===== src/rtl/mux_arb_pkg.sv =====
// Shared encodings for the two-requester round-robin arbiter.
// Holds the FSM state encoding and the width rule for the burst counter.
package mux_arb_pkg;

  typedef enum logic [1:0] {
    IDLE = 2'd0,
    G0   = 2'd1,
    G1   = 2'd2
  } state_t;

  function automatic int cnt_width(input int max_burst);
    return $clog2(max_burst + 1);
  endfunction

endpackage


===== src/rtl/mux_rr_arbiter_mux2.sv =====
// 1-bit 2:1 mux cell: y = d[sel].
// Purely combinational, no latency, no flow control.
module mux_rr_arbiter_mux2 (
  input  logic [1:0] d,
  input  logic       sel,
  output logic       y
);

  assign y = sel ? d[1] : d[0];

endmodule


===== src/rtl/mux_rr_arbiter.sv =====
// Round-robin arbiter sharing one registered output between two valid/ready requesters.
// Latency: 1 cycle accept-to-out_valid, 1 idle cycle to grant from IDLE.
// Backpressure: while out_valid & !out_ready, req_ready=0 and the FSM is frozen.
module mux_rr_arbiter
  import mux_arb_pkg::*;
#(
  parameter int WIDTH     = 8,
  parameter int MAX_BURST = 4
) (
  input  logic             clk,
  input  logic             rst,
  input  logic [1:0]       req_valid,
  input  logic [WIDTH-1:0] req_data0,
  input  logic [WIDTH-1:0] req_data1,
  output logic [1:0]       req_ready,
  output logic             out_valid,
  output logic [WIDTH-1:0] out_data,
  input  logic             out_ready,
  output logic [1:0]       grant,
  output logic             sel
);

  localparam int            CW       = cnt_width(MAX_BURST);
  localparam logic [CW-1:0] CNT_LAST = CW'(MAX_BURST - 1);

  state_t           state_q, state_d;
  logic [CW-1:0]    cnt_q, cnt_d;
  logic             last_q, last_d;
  logic             out_valid_q, out_valid_d;
  logic [WIDTH-1:0] out_data_q, out_data_d;

  logic             free;
  logic             accept;
  logic             own_vld;
  logic             other_vld;
  logic [WIDTH-1:0] mux_y;

  assign free      = !out_valid_q || out_ready;
  assign sel       = (state_q == G1);
  assign grant     = {state_q == G1, state_q == G0};
  assign req_ready = grant & {2{free}};
  assign accept    = |(req_valid & req_ready);
  assign own_vld   = req_valid[sel];
  assign other_vld = req_valid[~sel];
  assign out_valid = out_valid_q;
  assign out_data  = out_data_q;

  for (genvar b = 0; b < WIDTH; b++) begin : g_mux
    mux_rr_arbiter_mux2 u_mux (
      .d   ({req_data1[b], req_data0[b]}),
      .sel (sel),
      .y   (mux_y[b])
    );
  end

  always_comb begin
    state_d = state_q;
    cnt_d   = cnt_q;
    last_d  = last_q;
    if (free) begin
      unique case (state_q)
        IDLE: begin
          cnt_d = '0;
          // Tie goes to whoever was not served most recently.
          if (req_valid == 2'b11)  state_d = last_q ? G0 : G1;
          else if (req_valid[0])   state_d = G0;
          else if (req_valid[1])   state_d = G1;
        end
        G0, G1: begin
          if (own_vld) begin
            last_d = sel;
            if (cnt_q == CNT_LAST) begin
              cnt_d = '0;
              if (other_vld) state_d = sel ? G0 : G1;
            end else begin
              cnt_d = cnt_q + CW'(1);
            end
          end else begin
            cnt_d   = '0;
            state_d = other_vld ? (sel ? G0 : G1) : IDLE;
          end
        end
        default: begin
          state_d = IDLE;
          cnt_d   = '0;
        end
      endcase
    end
  end

  always_comb begin
    out_valid_d = out_valid_q;
    out_data_d  = out_data_q;
    if (accept) begin
      out_valid_d = 1'b1;
      out_data_d  = mux_y;
    end else if (out_ready) begin
      out_valid_d = 1'b0;
    end
  end

  always_ff @(posedge clk or posedge rst) begin
    if (rst) begin
      state_q     <= IDLE;
      cnt_q       <= '0;
      last_q      <= 1'b1;
      out_valid_q <= 1'b0;
      out_data_q  <= '0;
    end else begin
      state_q     <= state_d;
      cnt_q       <= cnt_d;
      last_q      <= last_d;
      out_valid_q <= out_valid_d;
      out_data_q  <= out_data_d;
    end
  end

endmodule


===== config.mk =====
export PLATFORM = sky130hd
export DESIGN_NAME = mux_rr_arbiter
export DESIGN_NICKNAME = d
export VERILOG_FILES = /design/src/rtl/mux_arb_pkg.sv /design/src/rtl/mux_rr_arbiter_mux2.sv /design/src/rtl/mux_rr_arbiter.sv
export SDC_FILE = /design/constraint.sdc
export NUM_CORES = 1
export LEC_CHECK = 0
export CORE_ASPECT_RATIO = 1.2
export CORE_MARGIN = 8
export CORE_UTILIZATION = 42
export DETAILED_ROUTE_END_ITERATION = 12
export PLACE_DENSITY = 0.79
export SKIP_CTS_REPAIR_TIMING = 1
export SLEW_MARGIN = 40
export SYNTH_ARGS = -nofsm -noshare
export SYNTH_HDL_FRONTEND = slang
export SYNTH_SLANG_ARGS = --single-unit

===== constraint.sdc =====
create_clock -name clk -period 2.4 [get_ports clk]
set_input_delay 0.24 -clock clk [delete_from_list [all_inputs] [get_ports clk]]
set_output_delay 0.24 -clock clk [all_outputs]
set_load 0.02 [all_outputs]

# Yosys cells after proc, flatten, opt, wreduce, memory -nomap -nowiden
# Index checks and enable logic that the tools add are counted.
# word_totals
word_cells	53
output_inout_bits	14
reg_bits	15
# op_classes
n_eq_ne	7
magnitude_cmp	2
bitwise_logic	3
mux	27
n_reduce_logical	8
addsub	1
# op_table
cell	count
$mux W2	9
$mux W1	14
$mux W3	3
$ne A3 B3 Y1 const B	2
$and A2 B2 Y2	2
$eq A2 B2 Y1 const B	2
$lt A1 B2 Y1 const B	2
$ne A4 B4 Y1 const B	1
$pmux W2 S2	1
$reduce_and A4 Y1	1
$reduce_or A2 Y1	2
$add A3 B1 Y3 const B	1
$eq A3 B2 Y1 const B	1
$reduce_and A3 Y1	1
$eq A2 B1 Y1 const B	1
$logic_not A2 Y1	1
$reduce_bool A2 Y1	1
$logic_not A1 Y1	1
$logic_or A1 B1 Y1	1
$not A1 Y1	1

# Depth between registers and ports, before layout
# Gate-level depths: netlist (run 1).
# logic_depth
ltp_word	8
ltp_mapped	7
depth_no_buf	6

# Cells and area by module
# Synthesis (run 1) repeated with hierarchy kept, for this count alone.
# unflattened
cells_unflattened	79
hier_area_um2	943.4
# modules_own_cells
mod	cells_per_inst	n_inst	area_per_inst_um2	seq_area_each_um2
mux_rr_arbiter	71	1	823.3	376.6
mux_rr_arbiter_mux2	1	8	15.0	0.0

# Least setup slack after synthesis (run 1)
# Ideal clock, no wire load.
# synth_path
path_type	register to register
start	register state_q[0]
end	register state_q[1]
setup_slack_ps	686
setup_ps	125
n_path_buf	0
path_stages_with_launch	7
arrival_ps	1589
path_cell_list	dfrtp_1 > inv_1 > ha_1 > and4b_1 > o21ai_1 > nand4_2 > mux2_4
# synth_between
elab_chain_cells	6
# synth_lines
item	line	text
start, declared	mux_rr_arbiter.sv:26	state_t state_q, state_d;
start signal, assigned	mux_rr_arbiter.sv:110	state_q <= state_d;
$eq A2 B2 Y1 (*)	mux_rr_arbiter.sv:39	assign sel = (state_q == G1);
named net sel	mux_rr_arbiter.sv:20	output logic sel
$mux W1 (not written as such) or $mux W2 (tied branches)	mux_rr_arbiter.sv:44, mux_rr_arbiter.sv:74, mux_rr_arbiter.sv:80	
$mux W1 (not written as such) or $mux W2 (tied branches)	mux_rr_arbiter.sv:44, mux_rr_arbiter.sv:74	
$mux W2, on equally long branches	mux_rr_arbiter.sv:80, mux_rr_arbiter.sv:72	
$mux W2	mux_rr_arbiter.sv:70	if (own_vld) begin
$pmux W2 S2	mux_rr_arbiter.sv:61	unique case (state_q)
# Mark *: on every way through the listed nets, which the timed path passes. The rest lies on a longest branch. The select of a mux whose other input is x is not followed.
# A chain may end at the register's enable or synchronous reset.

# Worst setup path in the final report (run 1)
# layout_path
start	register state_q[0]
end	output port req_ready[1]
# layout_between
elab_chain_cells	2
# layout_lines
item	line	text
$eq A2 B2 Y1	mux_rr_arbiter.sv:40	assign grant = {state_q == G1, state_q == G0};
$and A2 B2 Y2	mux_rr_arbiter.sv:41	assign req_ready = grant & {2{free}};
end, declared	mux_rr_arbiter.sv:15	output logic [1:0] req_ready,
# No other way between the ends.

==> results.cfg, run 1 <==
[outcome]
status = finished clean

[synth]
ys_warn_count = 0
synth-seq-cells = 15
synthesis.nets = 117
netlist_area_um2 = 890.9
syn_area_per_cell_um2 = 9.898
synthCells = 90
ys_seq_area_share_pct = 42.28
yosysUniqueCellTypes = 29

[floorplanning]
io_pins = 35
initial_core_util_pct = 43.95
fp-row-count = 18
die-area_um2 = 3857
die_x_um = 58.04
fp.coreArea_um2 = 2027
die_h_um = 66.45

[power_and_ir_drop]
p_switching_uw = 660.7
swShare_pct = 41.96
internal_power_uw = 914.0
powerDensity_nw_per_um2 = 1230
power_frac_clock_pct = 9.2
ir_drop_uv = 669.6
p_total_mw = 1.575
p_seq_share_pct = 27.7
combPwrFrac_pct = 63.1
leakagePower_nw = 0.5686

[job]
drv_cap = 0

[timing]
worstMarginPinSlew_ps = 587.2
fin_crit_sh_pct = 93.85
hold_viol_final = 0
finClkSkew_ps = 2.129
setup_viol = 0
drv_slew = 0
tns_ps = 0
fmax_mhz = 444.0
period_needed_ps = 2252
max_slew_margin_pct = 60.81
fin_ws_ps = 147.6
rsz0062_at_grt = false

[min_path]
hold_class = in2async

[route]
via_per_inst = 5.469
vias = 804
detail_route.wl_per_cell_um = 15.72
drtAntennaViolNets = 0
drt_iter0_drc = 17
drtPass1Iterations = 4
drc = 0
wirelength_um = 2311

[worst_setup_path]
cp-startpoint = state_q[0]
critPathTopFamily = buffers and inverters
cp-start-kind = flip-flop
cp_data_arrival_time_ps = 2010
crit_buf_inv = 2
path_cells = inv_1, ha_1, and2_1, clkdlybuf4s50_1
ff2ff_path_depth = 7
r2r-start = state_q[0]
cp_slowest_cell = clkdlybuf4s50_1
r2r_end = out_data[0]
cp.required_ps = 2160
cp_max_fo = 9
regToRegSetupSlack_ps = 390
end_kind = primary output
critPathKind = reg2out
cpPeakStageDelay_ps = 620
cp_num_cells = 4
crit_path_end = req_ready[1]

[global_route]
grt_usage_pct = 13.58
grt_max_degree = 17
antenna_found_initial = 0
grt_pass1_wl_um = 4022
grt_overflow = 0
grt_pass1_vias = 886

[layout]
layout-drive-gt1-share_pct = 11.02
nFillCells = 173
nNetsFinal = 155
area_growth_pct = 43.68
num_antenna_cells = 0

[place]
port_buffers = 34
dp_hpwl_um = 1858
pre_cts_ws_ps = 407.5
place.gp.congestion = 0.8582

[clock_network]
cts.sinks = 15
clk_latency_ps = 280
tritoncts = yes
h-tree-depth = 1
path_clk_slew_ps = 90
cts_buffer_depth = 2
cts_buffers = 3
clockRootBuffer = clkbuf_4
[metrics by stage]
step           instance area (um2)  cells  util (%)  hold slack (ps)
2_1_floorplan                890.9     90         -            140.8
3_3_place_gp                  1254    143     61.85            465.2
3_5_place_dp                  1254    143     61.85            479.1
4_1_cts                       1280    147     63.15            342.6
5_1_grt                       1280    147     63.15            364.0
6_report                      1280    147     63.15            314.9
[worst min path at each step]
stage                  start     endpoint  slack (ps)  cells past startpoint
floorplan                rst     cnt_q[0]         140                      1
global placement    cnt_q[2]     cnt_q[2]         470                      1
detailed placement  cnt_q[1]     cnt_q[1]         480                      2
CTS                      rst  out_data[1]         340                      2
global route             rst  out_data[4]         360                      2
finish                   rst  out_data[0]         310                      2
[sequential cells by signal, summed over array words and instances, names as in the netlist]
register	count
state_q	2
out_valid	1
cnt_q	3
out_data	8
last_q	1
[layout by cell type, fill, tap and decap left out, drive strengths merged]
cell type and n:
mux2i 9, nand2b 1, ha 6, o21ai 5, and2 3, and4b 1
nand4 1, inv 5, clkbuf 4, nand2 5, dfstp 1, and2b 1
a21o 1, mux2 3, a22oi 1, nor2 10, or2b 2, nor4b 1
clkdlybuf4s50 34, nor2b 3, nand3 1, o32ai 1, or3 1, a21oi 10
dfrtp 14, buf 2, nor3 1
[per-layer routing]
layer	vias up	track usage, %	wire [um]
li1	384	-	-
met1	368	14.21	871
met2	45	21.23	1068
met3	7	7.129	300
met4	0	8.282	71
met5	-	0	0
[worst register-to-register path, cell delays in order (launching register included)]
cell	delay [ps]
dfrtp_1	410
inv_1	140
ha_1	370
buf_4	230
a22oi_1	100
nor2_2	480
nor2_1	80
a21oi_1	130
[final cells by class]
type,count,area [um2],share of cell area (%)
sequential,15,376.6,29.42
timing repair buffer,36,355.3,27.76
multi-input combinational,67,478.0,37.34
tap,20,25.02,1.955
clock buffer,4,26.28,2.053
inverter,5,18.77,1.466
[cells by family (layout without fill, tap and decap cells)]
family / after synthesis / count (layout) / share of synthesized area [%]
simple gates: 31 / 31 / 19.80
compound gates: 18 / 18 / 11.10
flops: 15 / 15 / 42.28
mux: 12 / 12 / 14.33
buf+inv: 8 / 45 / 4.074
fa+ha+maj: 6 / 6 / 8.427
[synthesized netlist by cell type, drive strengths merged]
cell type	instances	area, um2
and2	3	18.77
ha	6	75.07
o32ai	1	8.760
or2b	2	17.52
nand4	1	12.51
a22oi	1	7.510
inv	5	18.77
and4b	1	10.01
nand3	1	5.000
nand2	5	18.77
or3	1	6.260
and2b	1	8.760
nor3	1	5.000
nor2b	3	18.77
dfstp	1	26.28
a21o	1	7.510
nor2	10	40.04
nor4b	1	8.760
o21ai	5	25.02
dfrtp	14	350.3
nand2b	1	6.260
mux2i	9	90.09
mux2	3	37.53
a21oi	10	50.05
buf	3	17.52
[power by group through the flow]
stage,combinational [mW],clock (mW),sequential [mW]
finish,0.994,0.145,0.436
global route,1.10,0.168,0.451
CTS,1.01,0.151,0.438
global placement,0.981,0,0.432
detailed placement,1.00,0,0.443
floorplan,0.541,0,0.520
Power figures use the tool's default switching activity.
==> run 2, diff against run 1 <==
--- a/config.mk
+++ b/config.mk
@@ -7,9 +7,10 @@
 export LEC_CHECK = 0
 export CORE_ASPECT_RATIO = 1.2
 export CORE_MARGIN = 8
-export CORE_UTILIZATION = 42
+export CORE_UTILIZATION = 44
+export CTS_BUF_LIST = sky130_fd_sc_hd__clkbuf_8
 export DETAILED_ROUTE_END_ITERATION = 12
-export PLACE_DENSITY = 0.79
+export PLACE_DENSITY = 0.82
 export SKIP_CTS_REPAIR_TIMING = 1
 export SLEW_MARGIN = 40
 export SYNTH_ARGS = -nofsm -noshare
==> run 2 against run 1 <==
Against the previous run: die area is 3.4% lower; combinational power hardly changed; first-iteration DRC count is 76% lower; critical path type unchanged; largest cell class unchanged; largest power group unchanged.
==> results.cfg, run 2 (synthesized netlist as in run 1, its figures left out) <==
[global_route]
antenna_found_initial = 0
grtUsageMet2_pct = 19.84
grt_max_degree = 17
use_met1_pct = 11.87
grt_busiest_layer = met2
gr-usage-met3_pct = 6.936
grt_pass1_wl_um = 3588
grt_usage_pct = 11.84
grt_pass1_vias = 820
grt_overflow = 0

[timing]
fin_crit_sh_pct = 87.56
setup_viol = 0
finClkSkew_ps = 1.007
hold_viol_final = 0
worstMarginPinSlew_ps = 577.0
rsz0062_at_grt = false
fmax_mhz = 475.9
max_slew_margin_pct = 61.49
period_needed_ps = 2101
drv_slew = 0
tns_ps = 0
fin_ws_ps = 298.6

[layout]
fin_area_um2 = 1300
layout-drive-gt1-share_pct = 11.81
area_growth_pct = 45.93
final_util_pct = 65.59
num_antenna_cells = 0
layout_commonest_cell = clkdlybuf4s50_1
layout_common_cells = clkdlybuf4s50_1, dfrtp_1, a21oi_1
largest_reg_flops = 8
final_cells = 147
nFillCells = 174
nNetsFinal = 155

[power_and_ir_drop]
power_frac_clock_pct = 12.5
p_switching_uw = 661.3
swShare_pct = 40.67
internal_power_uw = 964.8
combPwrFrac_pct = 60.9
powerDensity_nw_per_um2 = 1251
ir_drop_uv = 693.5
leakagePower_nw = 0.5791
p_seq_share_pct = 26.6

[clock_network]
cts_buffer_depth = 2
cts.sinks = 15
path_clk_slew_ps = 60
h-tree-depth = 1
clockRootBuffer = clkbuf_8
cts_buffers = 3
tritoncts = yes
clk_latency_ps = 240

[route]
drc = 0
wirelength_um = 2157
vias = 784
drtAntennaViolNets = 0
via_per_inst = 5.333
detail_route.wl_per_cell_um = 14.67
drtPass1Iterations = 4
drt_iter0_drc = 4

[floorplanning]
initial_core_util_pct = 44.95
die_h_um = 65.29
fp.coreArea_um2 = 1982
die-area_um2 = 3726
fp-row-count = 18
io_pins = 35
die_x_um = 57.08

[worst_setup_path]
cp_data_arrival_time_ps = 1860
regToRegSetupSlack_ps = 480
cp-startpoint = state_q[0]
end_kind = primary output
cp-start-kind = flip-flop
critPathKind = reg2out
cp.required_ps = 2160
crit_path_end = req_ready[1]
r2r-start = state_q[0]
cp_max_fo = 7
ff2ff_path_depth = 7
r2r_end = out_data[1]

[place]
place_area_um2 = 1254
pre_cts_ws_ps = 448.4
place_inst = 143
dp_hpwl_um = 1754
place.gp.congestion = 0.8264
port_buffers = 34

[job]
drv_cap = 0

[min_path]
hold_class = in2async

[outcome]
status = finished clean
-- run 2: changes by cell type in the layout (fill, tap and decap cells not counted), sizes merged --
cell	before	now
clkbuf	4	3
clkinv	0	1
-- run 2: power by group through the flow --
| stage | Clock [mW] | Combinational, mW | Sequential [mW] |
|---|---|---|---|
| detailed placement | 0 | 0.997 | 0.437 |
| CTS | 0.211 | 1.00 | 0.434 |
| floorplan | 0 | 0.541 | 0.520 |
| finish | 0.204 | 0.991 | 0.432 |
| global placement | 0 | 0.970 | 0.431 |
| global route | 0.224 | 1.08 | 0.446 |
-- run 2: critical path, cell delays in order (launching register included) --
cell and delay (ps):
dfrtp_1 390, inv_1 120, ha_1 320, and2_1 170
clkdlybuf4s50_1 600
-- run 2: worst min-delay path by stage --
stage                     startpoint     endpoint  slack (ps)  cells after the start
after floorplan                  rst     cnt_q[0]         140                      1
final                            rst  out_data[1]         350                      2
after global routing             rst  out_data[2]         420                      2
after detailed placement    cnt_q[2]     cnt_q[2]         470                      1
after CTS                        rst  out_data[3]         370                      2
after global placement      cnt_q[2]     cnt_q[2]         470                      1
-- run 2: stage by stage --
| stage | hold WS [ps] | total power [mW] |
|---|---|---|
| after floorplan | 140.8 | 1.061 |
| after global placement | 468.0 | 1.402 |
| after detailed placement | 473.6 | 1.435 |
| after CTS | 370.8 | 1.648 |
| after global routing | 425.0 | 1.749 |
| final | 346.5 | 1.626 |
-- run 2: final cells by class --
class	count	area, um2	area share (%)
flip-flops and latches	15	376.6	28.97
clock buffers	3	41.29	3.176
clock inverters	1	5.005	0.3850
repair buffers	36	355.3	27.33
well taps	20	25.02	1.925
inverters	5	18.77	1.444
multi-input cells	67	478.0	36.77
-- run 2: routing by layer --
| layer | up-vias | share of wire [%] | wire length (um) |
|---|---|---|---|
| li1 | 386 | - | - |
| met1 | 366 | 38 | 829 |
| met2 | 30 | 49 | 1064 |
| met3 | 2 | 11 | 244 |
| met4 | 0 | 0.83 | 18 |
| met5 | - | 0 | 0 |
